File: src/rtl/sensor_pkg.sv
// Shared definitions for the sensor readout path (sequencer, pixel row, SAR ADC).
package sensor_pkg;

  localparam int DEF_WIDTH      = 2;
  localparam int DEF_RESOLUTION = 8;

  typedef enum logic [2:0] {
    ST_IDLE,
    ST_ERASE,
    ST_EXPOSE,
    ST_SETTLE,
    ST_ADC_CLR,
    ST_CONVERT,
    ST_OUTPUT,
    ST_DONE
  } seq_state_t;

  // Width of a down-counter that is loaded with max_val-1 and counts to zero.
  function automatic int cnt_w(input int max_val);
    return (max_val > 2) ? $clog2(max_val) : 1;
  endfunction

endpackage

File: src/rtl/pixel_readout_sequencer_if.sv
// Pixel sample stream from the sequencer to the downstream consumer.
interface pixel_readout_sequencer_if #(
  parameter int WIDTH      = 2,
  parameter int RESOLUTION = 8
) ();

  logic [RESOLUTION-1:0] pixel_data;
  logic [WIDTH:0]        pixel_index;
  logic                  pixel_error;
  logic                  pixel_valid;
  logic                  pixel_ready;

  modport master (
    output pixel_data, pixel_index, pixel_error, pixel_valid,
    input  pixel_ready
  );

  modport slave (
    input  pixel_data, pixel_index, pixel_error, pixel_valid,
    output pixel_ready
  );

endinterface

File: src/rtl/pixel_readout_sequencer_cycle_timer.sv
// Loadable down-counter; done is high while the count sits at zero.
module cycle_timer #(
  parameter int W = 8
) (
  input  logic         clk,
  input  logic         reset,
  input  logic         load,
  input  logic [W-1:0] load_val,
  input  logic         en,
  output logic         done
);

  logic [W-1:0] count_q, count_d;

  always_comb begin
    count_d = count_q;
    if (load)
      count_d = load_val;
    else if (en && count_q != '0)
      count_d = count_q - W'(1);
  end

  always_ff @(posedge clk or negedge reset) begin
    if (!reset) count_q <= '0;
    else        count_q <= count_d;
  end

  assign done = (count_q == '0);

endmodule

File: src/rtl/pixel_readout_sequencer.sv
// Frame sequencer: erase, expose, then per pixel select/settle, ADC clear, convert
// (with timeout) and hand the sample downstream; all outputs come straight from flops.
module pixel_readout_sequencer
  import sensor_pkg::*;
#(
  parameter int WIDTH         = DEF_WIDTH,
  parameter int ROWS          = 2,
  parameter int RESOLUTION    = DEF_RESOLUTION,
  parameter int ERASE_CYCLES  = 4,
  parameter int SETTLE_CYCLES = 2,
  parameter int ADC_TIMEOUT   = 64
) (
  input  logic                  clk,
  input  logic                  reset,
  input  logic                  start,
  input  logic [15:0]           expose_time,
  output logic                  ERASE,
  output logic                  EXPOSE,
  output logic [WIDTH:0]        decoder_select,
  output logic                  adc_reset,
  output logic                  adc_enable,
  input  logic [RESOLUTION-1:0] adc_output,
  input  logic                  adc_done,
  pixel_readout_sequencer_if.master pix,
  output logic                  busy,
  output logic                  frame_done
);

  localparam int IW   = WIDTH + 1;
  localparam int ER_W = cnt_w(ERASE_CYCLES);
  localparam int SE_W = cnt_w(SETTLE_CYCLES);
  localparam int TO_W = cnt_w(ADC_TIMEOUT);

  seq_state_t state_q, state_d;

  logic [IW-1:0]         idx_q, idx_d;
  logic [RESOLUTION-1:0] data_q, data_d;
  logic [IW-1:0]         pidx_q, pidx_d;
  logic                  err_q, err_d;

  logic start_ld, settle_ld, tmo_ld;
  logic erase_end, expose_end, settle_end, tmo_end;
  logic [15:0] expose_ld_val;

  logic          erase_q, erase_d;
  logic          expose_q, expose_d;
  logic [IW-1:0] dsel_q, dsel_d;
  logic          adc_reset_q, adc_reset_d;
  logic          adc_enable_q, adc_enable_d;
  logic          valid_q, valid_d;
  logic          busy_q, busy_d;
  logic          frame_done_q, frame_done_d;

  // A zero exposure request still gets one EXPOSE cycle.
  assign expose_ld_val = (expose_time == 16'd0) ? 16'd0 : expose_time - 16'd1;

  cycle_timer #(.W(ER_W)) u_erase_tmr (
    .clk(clk), .reset(reset), .load(start_ld),
    .load_val(ER_W'(ERASE_CYCLES - 1)),
    .en(state_q == ST_ERASE), .done(erase_end)
  );

  cycle_timer #(.W(16)) u_expose_tmr (
    .clk(clk), .reset(reset), .load(start_ld),
    .load_val(expose_ld_val),
    .en(state_q == ST_EXPOSE), .done(expose_end)
  );

  cycle_timer #(.W(SE_W)) u_settle_tmr (
    .clk(clk), .reset(reset), .load(settle_ld),
    .load_val(SE_W'(SETTLE_CYCLES - 1)),
    .en(state_q == ST_SETTLE), .done(settle_end)
  );

  cycle_timer #(.W(TO_W)) u_timeout_tmr (
    .clk(clk), .reset(reset), .load(tmo_ld),
    .load_val(TO_W'(ADC_TIMEOUT - 1)),
    .en(state_q == ST_CONVERT), .done(tmo_end)
  );

  always_comb begin
    state_d   = state_q;
    idx_d     = idx_q;
    data_d    = data_q;
    pidx_d    = pidx_q;
    err_d     = err_q;
    start_ld  = 1'b0;
    settle_ld = 1'b0;
    tmo_ld    = 1'b0;
    case (state_q)
      ST_IDLE: if (start) begin
        start_ld = 1'b1;
        idx_d    = '0;
        state_d  = ST_ERASE;
      end
      ST_ERASE:  if (erase_end) state_d = ST_EXPOSE;
      ST_EXPOSE: if (expose_end) begin
        settle_ld = 1'b1;
        state_d   = ST_SETTLE;
      end
      ST_SETTLE: if (settle_end) state_d = ST_ADC_CLR;
      ST_ADC_CLR: begin
        tmo_ld  = 1'b1;
        state_d = ST_CONVERT;
      end
      ST_CONVERT: begin
        // done on the terminal timeout cycle still counts as a real sample
        if (adc_done) begin
          data_d  = adc_output;
          err_d   = 1'b0;
          pidx_d  = idx_q;
          state_d = ST_OUTPUT;
        end else if (tmo_end) begin
          data_d  = '0;
          err_d   = 1'b1;
          pidx_d  = idx_q;
          state_d = ST_OUTPUT;
        end
      end
      ST_OUTPUT: if (pix.pixel_ready) begin
        if (idx_q == IW'(ROWS - 1)) begin
          state_d = ST_DONE;
        end else begin
          idx_d     = idx_q + IW'(1);
          settle_ld = 1'b1;
          state_d   = ST_SETTLE;
        end
      end
      ST_DONE: state_d = ST_IDLE;
      default: state_d = ST_IDLE;
    endcase
  end

  // Outputs are decoded from the next state so they register alongside it.
  always_comb begin
    erase_d      = (state_d == ST_ERASE);
    expose_d     = (state_d == ST_EXPOSE);
    adc_reset_d  = (state_d == ST_ADC_CLR);
    adc_enable_d = (state_d == ST_CONVERT);
    valid_d      = (state_d == ST_OUTPUT);
    busy_d       = (state_d != ST_IDLE);
    frame_done_d = (state_d == ST_DONE);
    dsel_d       = '0;
    if (state_d inside {ST_SETTLE, ST_ADC_CLR, ST_CONVERT, ST_OUTPUT})
      dsel_d = idx_d;
  end

  always_ff @(posedge clk or negedge reset) begin
    if (!reset) begin
      state_q      <= ST_IDLE;
      idx_q        <= '0;
      data_q       <= '0;
      pidx_q       <= '0;
      err_q        <= 1'b0;
      erase_q      <= 1'b0;
      expose_q     <= 1'b0;
      dsel_q       <= '0;
      adc_reset_q  <= 1'b0;
      adc_enable_q <= 1'b0;
      valid_q      <= 1'b0;
      busy_q       <= 1'b0;
      frame_done_q <= 1'b0;
    end else begin
      state_q      <= state_d;
      idx_q        <= idx_d;
      data_q       <= data_d;
      pidx_q       <= pidx_d;
      err_q        <= err_d;
      erase_q      <= erase_d;
      expose_q     <= expose_d;
      dsel_q       <= dsel_d;
      adc_reset_q  <= adc_reset_d;
      adc_enable_q <= adc_enable_d;
      valid_q      <= valid_d;
      busy_q       <= busy_d;
      frame_done_q <= frame_done_d;
    end
  end

  assign ERASE           = erase_q;
  assign EXPOSE          = expose_q;
  assign decoder_select  = dsel_q;
  assign adc_reset       = adc_reset_q;
  assign adc_enable      = adc_enable_q;
  assign busy            = busy_q;
  assign frame_done      = frame_done_q;
  assign pix.pixel_data  = data_q;
  assign pix.pixel_index = pidx_q;
  assign pix.pixel_error = err_q;
  assign pix.pixel_valid = valid_q;

endmodule

File: src/flat_wrapper.sv
// flat-port wrapper written by rule: the top's interface ports become plain ports
module pixel_readout_sequencer_flat import sensor_pkg::*;
#(
  parameter int WIDTH         = DEF_WIDTH,
  parameter int ROWS          = 2,
  parameter int RESOLUTION    = DEF_RESOLUTION,
  parameter int ERASE_CYCLES  = 4,
  parameter int SETTLE_CYCLES = 2,
  parameter int ADC_TIMEOUT   = 64
)
  (clk, reset, start, expose_time, ERASE, EXPOSE, decoder_select, adc_reset, adc_enable, adc_output, adc_done, busy, frame_done, pix_pixel_data, pix_pixel_index, pix_pixel_error, pix_pixel_valid, pix_pixel_ready);
  pixel_readout_sequencer_if #(.WIDTH(WIDTH), .RESOLUTION(RESOLUTION)) pix_i ();
  input  logic clk;
  input  logic reset;
  input  logic start;
  input  logic [15:0] expose_time;
  output logic ERASE;
  output logic EXPOSE;
  output logic [WIDTH:0] decoder_select;
  output logic adc_reset;
  output logic adc_enable;
  input  logic [RESOLUTION-1:0] adc_output;
  input  logic adc_done;
  output logic busy;
  output logic frame_done;
  output wire logic [$bits(pix_i.pixel_data)-1:0] pix_pixel_data;
  output wire logic [$bits(pix_i.pixel_index)-1:0] pix_pixel_index;
  output wire logic [$bits(pix_i.pixel_error)-1:0] pix_pixel_error;
  output wire logic [$bits(pix_i.pixel_valid)-1:0] pix_pixel_valid;
  input wire logic [$bits(pix_i.pixel_ready)-1:0] pix_pixel_ready;
  assign pix_pixel_data = pix_i.pixel_data;
  assign pix_pixel_index = pix_i.pixel_index;
  assign pix_pixel_error = pix_i.pixel_error;
  assign pix_pixel_valid = pix_i.pixel_valid;
  assign pix_i.pixel_ready = pix_pixel_ready;
  pixel_readout_sequencer #(.WIDTH(WIDTH), .ROWS(ROWS), .RESOLUTION(RESOLUTION), .ERASE_CYCLES(ERASE_CYCLES), .SETTLE_CYCLES(SETTLE_CYCLES), .ADC_TIMEOUT(ADC_TIMEOUT)) u_core (.clk(clk), .reset(reset), .start(start), .expose_time(expose_time), .ERASE(ERASE), .EXPOSE(EXPOSE), .decoder_select(decoder_select), .adc_reset(adc_reset), .adc_enable(adc_enable), .adc_output(adc_output), .adc_done(adc_done), .pix(pix_i), .busy(busy), .frame_done(frame_done));
endmodule
File: config.mk
export PLATFORM = sky130hd
export DESIGN_NAME = pixel_readout_sequencer_flat
export DESIGN_NICKNAME = d
export VERILOG_FILES = /design/src/rtl/sensor_pkg.sv /design/src/rtl/pixel_readout_sequencer_if.sv /design/src/rtl/pixel_readout_sequencer_cycle_timer.sv /design/src/rtl/pixel_readout_sequencer.sv /design/src/flat_wrapper.sv
export SDC_FILE = /design/constraint.sdc
export NUM_CORES = 1
export LEC_CHECK = 0
export CELL_PAD_IN_SITES_DETAIL_PLACEMENT = 1
export CELL_PAD_IN_SITES_GLOBAL_PLACEMENT = 1
export CORE_MARGIN = 2
export CORE_UTILIZATION = 26
export DETAILED_ROUTE_END_ITERATION = 16
export GPL_ROUTABILITY_DRIVEN = 0
export MAX_ROUTING_LAYER = met4
export PLACE_DENSITY_LB_ADDON = 0.1
export SLEW_MARGIN = 30
export SYNTH_ARGS = -nofsm -noshare
export SYNTH_HDL_FRONTEND = slang
export SYNTH_SLANG_ARGS = --single-unit
File: constraint.sdc
create_clock -name clk -period 6.9 [get_ports clk]
set_clock_uncertainty 0.2 [all_clocks]
set_input_delay 2.07 -clock clk [delete_from_list [all_inputs] [get_ports clk]]
set_output_delay 2.07 -clock clk [all_outputs]
set_load 0.03 [all_outputs]
==> results_tabular.tex <==
\begin{tabular}{lr}
\hline
Metric & Value \\
\hline
\multicolumn{2}{l}{\textbf{Power}} \\
Maximum vdd ir drop & 0.158 mV \\
Power dissipated by switching net loads & 626 µW \\
Power share of the combinational group & 43.9\% \\
Reported leakage power & 1.54 nW \\
Share of power burned in registers & 36.9\% \\
Internal power summed over all cells & 918 µW \\
Total power after layout & 1.54 mW \\
Power Dens Cells & 402 mW/mm² \\
Relative contribution of the clock network to total power & 19.2\% \\
Switching power share of the total & 40.5\% \\
\multicolumn{2}{l}{\textbf{Finish}} \\
NumNets Final & 391 \\
N\_diodes & 0 \\
Area overhead of the layout relative to synthesis & 27.9\% \\
Register area & 0.00133 mm² \\
Final Instance Count excl. Fillers & 500 \\
Fill cells & 1323 \\
Core occupancy in the finished layout & 33.9\% \\
Share of cells above drive strength 1 & 8.68\% \\
Area used by multi-input combinational logic & 0.00158 mm² \\
\multicolumn{2}{l}{\textbf{Clock network}} \\
Number of clock sinks & 53 \\
Clock latency on the worst-skew pair & 290 ps \\
Maximum number of buffers from clock root to sink & 2 \\
Clock buffer count from CTS & 5 \\
Clock transition time at the flip-flop clock pins of the worst setup and hold paths & 70 ps \\
Post-CTS Hold Fix Bufs & 0 \\
Post-CTS Repair Setup Buffers & 0 \\
TritonCTS clock tree & yes \\
CTS root buffer & sky130\_fd\_sc\_hd\_\_clkbuf\_16 \\
Post-CTS Resized & 0 \\
H-tree Lvls & 2 \\
\multicolumn{2}{l}{\textbf{Logic synthesis}} \\
Cell Area, Synth & 0.00300 mm² \\
Main flop type after synthesis & sky130\_fd\_sc\_hd\_\_dfrtp\_1 \\
Commonest cells in the synthesized netlist & sky130\_fd\_sc\_hd\_\_dfrtp\_1, sky130\_fd\_sc\_hd\_\_nand2\_1, sky130\_fd\_sc\_hd\_\_nor2\_1 \\
Distinct cell type count after synthesis & 56 \\
Count of synthesis-stage warnings from yosys & 0 \\
Mean instance size in the synthesized netlist & 9.84 µm² \\
Most numerous cell in the Yosys netlist & sky130\_fd\_sc\_hd\_\_dfrtp\_1 \\
Register bit total from synthesis & 53 \\
Area leader, netlist & sky130\_fd\_sc\_hd\_\_dfrtp\_1 \\
Number of instances in the synthesized netlist & 305 \\
EDFF count, synth & 0 \\
Post-synthesis net count & 340 \\
Seq/Total Area, Yosys & 44.2\% \\
Area share of the largest cell type after synthesis & 44.2\% \\
Proportion of synthesized flip-flops having asynchronous set or reset & 100\% \\
Largest cells by area after synthesis & sky130\_fd\_sc\_hd\_\_dfrtp\_1, sky130\_fd\_sc\_hd\_\_xnor2\_1, sky130\_fd\_sc\_hd\_\_mux2i\_1, sky130\_fd\_sc\_hd\_\_nor3\_1, sky130\_fd\_sc\_hd\_\_a21oi\_1 \\
\multicolumn{2}{l}{\textbf{Timing}} \\
Highest Clock Rate & 236 MHz \\
Slew headroom & 42.2\% \\
Post-route minimum period & 4240 ps \\
Setup repair after global routing missed its margin & no \\
Min Hold Slack & 283 ps \\
Least-Margin Pin Slew & 864 ps \\
Share of the clock period used by the worst path & 61.4\% \\
Setup TNS & 0 ps \\
Number of slew-limit violations in the final report & 0 \\
Final number of setup-violating endpoints & 0 \\
Count of final hold-check violations & 0 \\
\multicolumn{2}{l}{\textbf{Route}} \\
Avg Vias per Cell & 4.98 \\
Total wire length after detailed routing & 7730 µm \\
Via count & 2492 \\
Remaining number of nets flagged by the antenna check after routing & 0 \\
Detailed-route DRC error count & 0 \\
Initial DRC count & 86 \\
Number of search-and-repair iterations in the first detailed-routing pass & 4 \\
Wirelength per Cell & 15.5 µm \\
\multicolumn{2}{l}{\textbf{Floorplan}} \\
Standard-cell rows & 39 \\
Num ports & 51 \\
Core Box Area & 0.0113 mm² \\
Starting Density & 26.5\% \\
Area enclosed by the die boundary & 0.0124 mm² \\
Overall die width & 111 µm \\
Vertical die dimension & 111 µm \\
\multicolumn{2}{l}{\textbf{Worst setup path}} \\
Maximum single-stage delay on the critical path & 610 ps \\
Nature of the critical path startpoint & input pin \\
Highest fanout seen on the critical path & 10 \\
Series of cell instances along the critical path & clkdlybuf4s50\_1 > nor4\_2 > nand3\_2 > o41ai\_4 > o221ai\_1 \\
Buffers and inverters on the worst path & 1 \\
Critical path class & input pin to register \\
Kind of cell with the highest combined delay on the critical path & simple AND/OR/NAND/NOR gates \\
Critical path capture point type & register \\
Arr. time, crit path & 4180 ps \\
Standard cell with the maximum stage delay on the critical path & sky130\_fd\_sc\_hd\_\_o41ai\_4 \\
Required time reported for the critical path endpoint & 6840 ps \\
Cells on worst reg2reg path & 5 \\
Critical path depth & 5 \\
\multicolumn{2}{l}{\textbf{Global route}} \\
Wire length of the first global-routing pass & 13200 µm \\
GRT busiest layer & met2 \\
Initial antenna violation count & 0 \\
Met2 usage in global routing & 22.0\% \\
Congestion Overflow GR & 0 \\
Total routing usage reported by global routing & 13.4\% \\
Met1 GRT Util & 16.9\% \\
Maximum number of pins on one net before global-route repair & 54 \\
M3 GR Usage & 2.61\% \\
Vias in the first global route & 2636 \\
\multicolumn{2}{l}{\textbf{Placed design}} \\
Placed Instances & 492 \\
Detailed-placement wirelength estimate & 5670 µm \\
Total of buffers placed on input and output ports & 50 \\
\multicolumn{2}{l}{\textbf{Run}} \\
Number of violations of the max-capacitance limit & 0 \\
\multicolumn{2}{l}{\textbf{Status}} \\
Run status & finished clean \\
\multicolumn{2}{l}{\textbf{Min path}} \\
Tightest Hold Check Type & register to register \\
Hold path cells & 2 \\
\hline
\end{tabular}
## cell type report
cell class                      count  share of cell area, %
Clock buffer                        6                   3.62
Tap cell                          143                   4.66
Clock inverter                      2                  0.978
Timing Repair Buffer               53                   13.5
Inverter                           16                   1.56
Multi-Input combinational cell    227                   41.2
Sequential cell                    53                   34.5
## path summary, 6_finish.rpt
path	slack, ps	start	end
setup / recovery	2660	expose_time[5]	u_core.u_expose_tmr.count_q[7]
hold / removal	280	u_core.pix.pixel_index[1]	u_core.pix.pixel_index[1]
setup reg to reg	4260	u_core.state_q[0]	u_core.u_expose_tmr.count_q[15]
hold reg to reg	280	u_core.pix.pixel_index[1]	u_core.pix.pixel_index[1]
max in group asynchronous	4320	reset	u_core.u_expose_tmr.count_q[13]
min in group asynchronous	1710	reset	u_core.u_expose_tmr.count_q[2]
## state kept, by name, indices dropped and copies added (netlist names)
signal                        count
u_core.u_expose_tmr.count_q      16
u_core.pix.pixel_data             8
u_core.u_timeout_tmr.count_q      6
u_core.decoder_select             3
u_core.idx_q                      3
u_core.pix.pixel_index            3
u_core.state_q                    3
u_core.u_erase_tmr.count_q        2
u_core.ERASE                      1
u_core.EXPOSE                     1
u_core.adc_enable                 1
u_core.adc_reset                  1
u_core.busy                       1
u_core.frame_done                 1
u_core.pix.pixel_error            1
u_core.pix.pixel_valid            1
u_core.u_settle_tmr.count_q       1
## worst min-delay path, cell delays in order (launching register included)
cell and delay, ps:
sky130_fd_sc_hd__dfrtp_1 340, sky130_fd_sc_hd__nand2_1 50, sky130_fd_sc_hd__o21ai_0 60
## cell families (layout without fill, tap and decap cells)
group	count (synthesis)	in the layout	synth area share (%)
AOI/OAI and AO/OA	69	69	16.6
xor gates and xnor gates	21	21	6.13
adders and majority gates	6	6	2.50
buffers and inverters	25	77	3.33
DFF	53	53	44.2
muxes	14	14	4.75
and+or+nand+nor	117	117	22.5
## placed cells by master (no fill, tap or decap), types with 2 or more instances in the layout
cell type and n:
sky130_fd_sc_hd__nand2_1 22, sky130_fd_sc_hd__nand3_1 6, sky130_fd_sc_hd__xnor2_1 17, sky130_fd_sc_hd__or4b_1 2, sky130_fd_sc_hd__ha_1 6, sky130_fd_sc_hd__or2_2 3
sky130_fd_sc_hd__a211oi_1 6, sky130_fd_sc_hd__mux2i_1 12, sky130_fd_sc_hd__nor4_1 3, sky130_fd_sc_hd__buf_4 3, sky130_fd_sc_hd__a21o_1 2, sky130_fd_sc_hd__a21oi_1 17
sky130_fd_sc_hd__and3_1 5, sky130_fd_sc_hd__nor2b_1 5, sky130_fd_sc_hd__nand2b_1 4, sky130_fd_sc_hd__dfrtp_1 53, sky130_fd_sc_hd__or3_1 3, sky130_fd_sc_hd__nor4b_2 2
sky130_fd_sc_hd__a22o_1 8, sky130_fd_sc_hd__clkdlybuf4s50_1 49, sky130_fd_sc_hd__nor2_1 22, sky130_fd_sc_hd__o22ai_1 9, sky130_fd_sc_hd__o211ai_1 2, sky130_fd_sc_hd__and2_1 2
sky130_fd_sc_hd__inv_1 16, sky130_fd_sc_hd__o21ai_1 2, sky130_fd_sc_hd__xor2_1 4, sky130_fd_sc_hd__nor3_1 19, sky130_fd_sc_hd__o31a_1 2, sky130_fd_sc_hd__nand4_1 4
sky130_fd_sc_hd__clkbuf_16 5, sky130_fd_sc_hd__mux2_2 2, sky130_fd_sc_hd__a41oi_1 2, sky130_fd_sc_hd__nand4b_1 2, sky130_fd_sc_hd__nor4_2 2, sky130_fd_sc_hd__o21ai_0 7
sky130_fd_sc_hd__nor4b_1 2, sky130_fd_sc_hd__nand3b_1 2
## stage by stage
| step | worst slack (ps) | instance area (µm²) |
|---|---|---|
| finish | 2660 | 3840 |
| floorplan | 3240 | 3000 |
| global route | 2460 | 3840 |
| CTS | 2610 | 3840 |
| global placement | 2390 | 3660 |
| detailed placement | 2300 | 3660 |
## power by group through the flow
stage / logic, mW / registers, mW / clock network [mW]
after detailed placement: 0.683 / 0.575 / 0
after floorplan: 0.402 / 0.616 / 0
after global routing: 0.753 / 0.592 / 0.321
after global placement: 0.679 / 0.574 / 0
final: 0.677 / 0.570 / 0.296
after CTS: 0.689 / 0.570 / 0.312
## routing by layer
layer | vias up | wire length, µm | share of wire [%]
met5 | - | 0 | 0
met4 | 0 | 112 | 1.4
met3 | 10 | 287 | 3.7
met2 | 55 | 3650 | 47
met1 | 1217 | 3680 | 48
li1 | 1210 | - | -
Power figures use the tool's default switching activity.
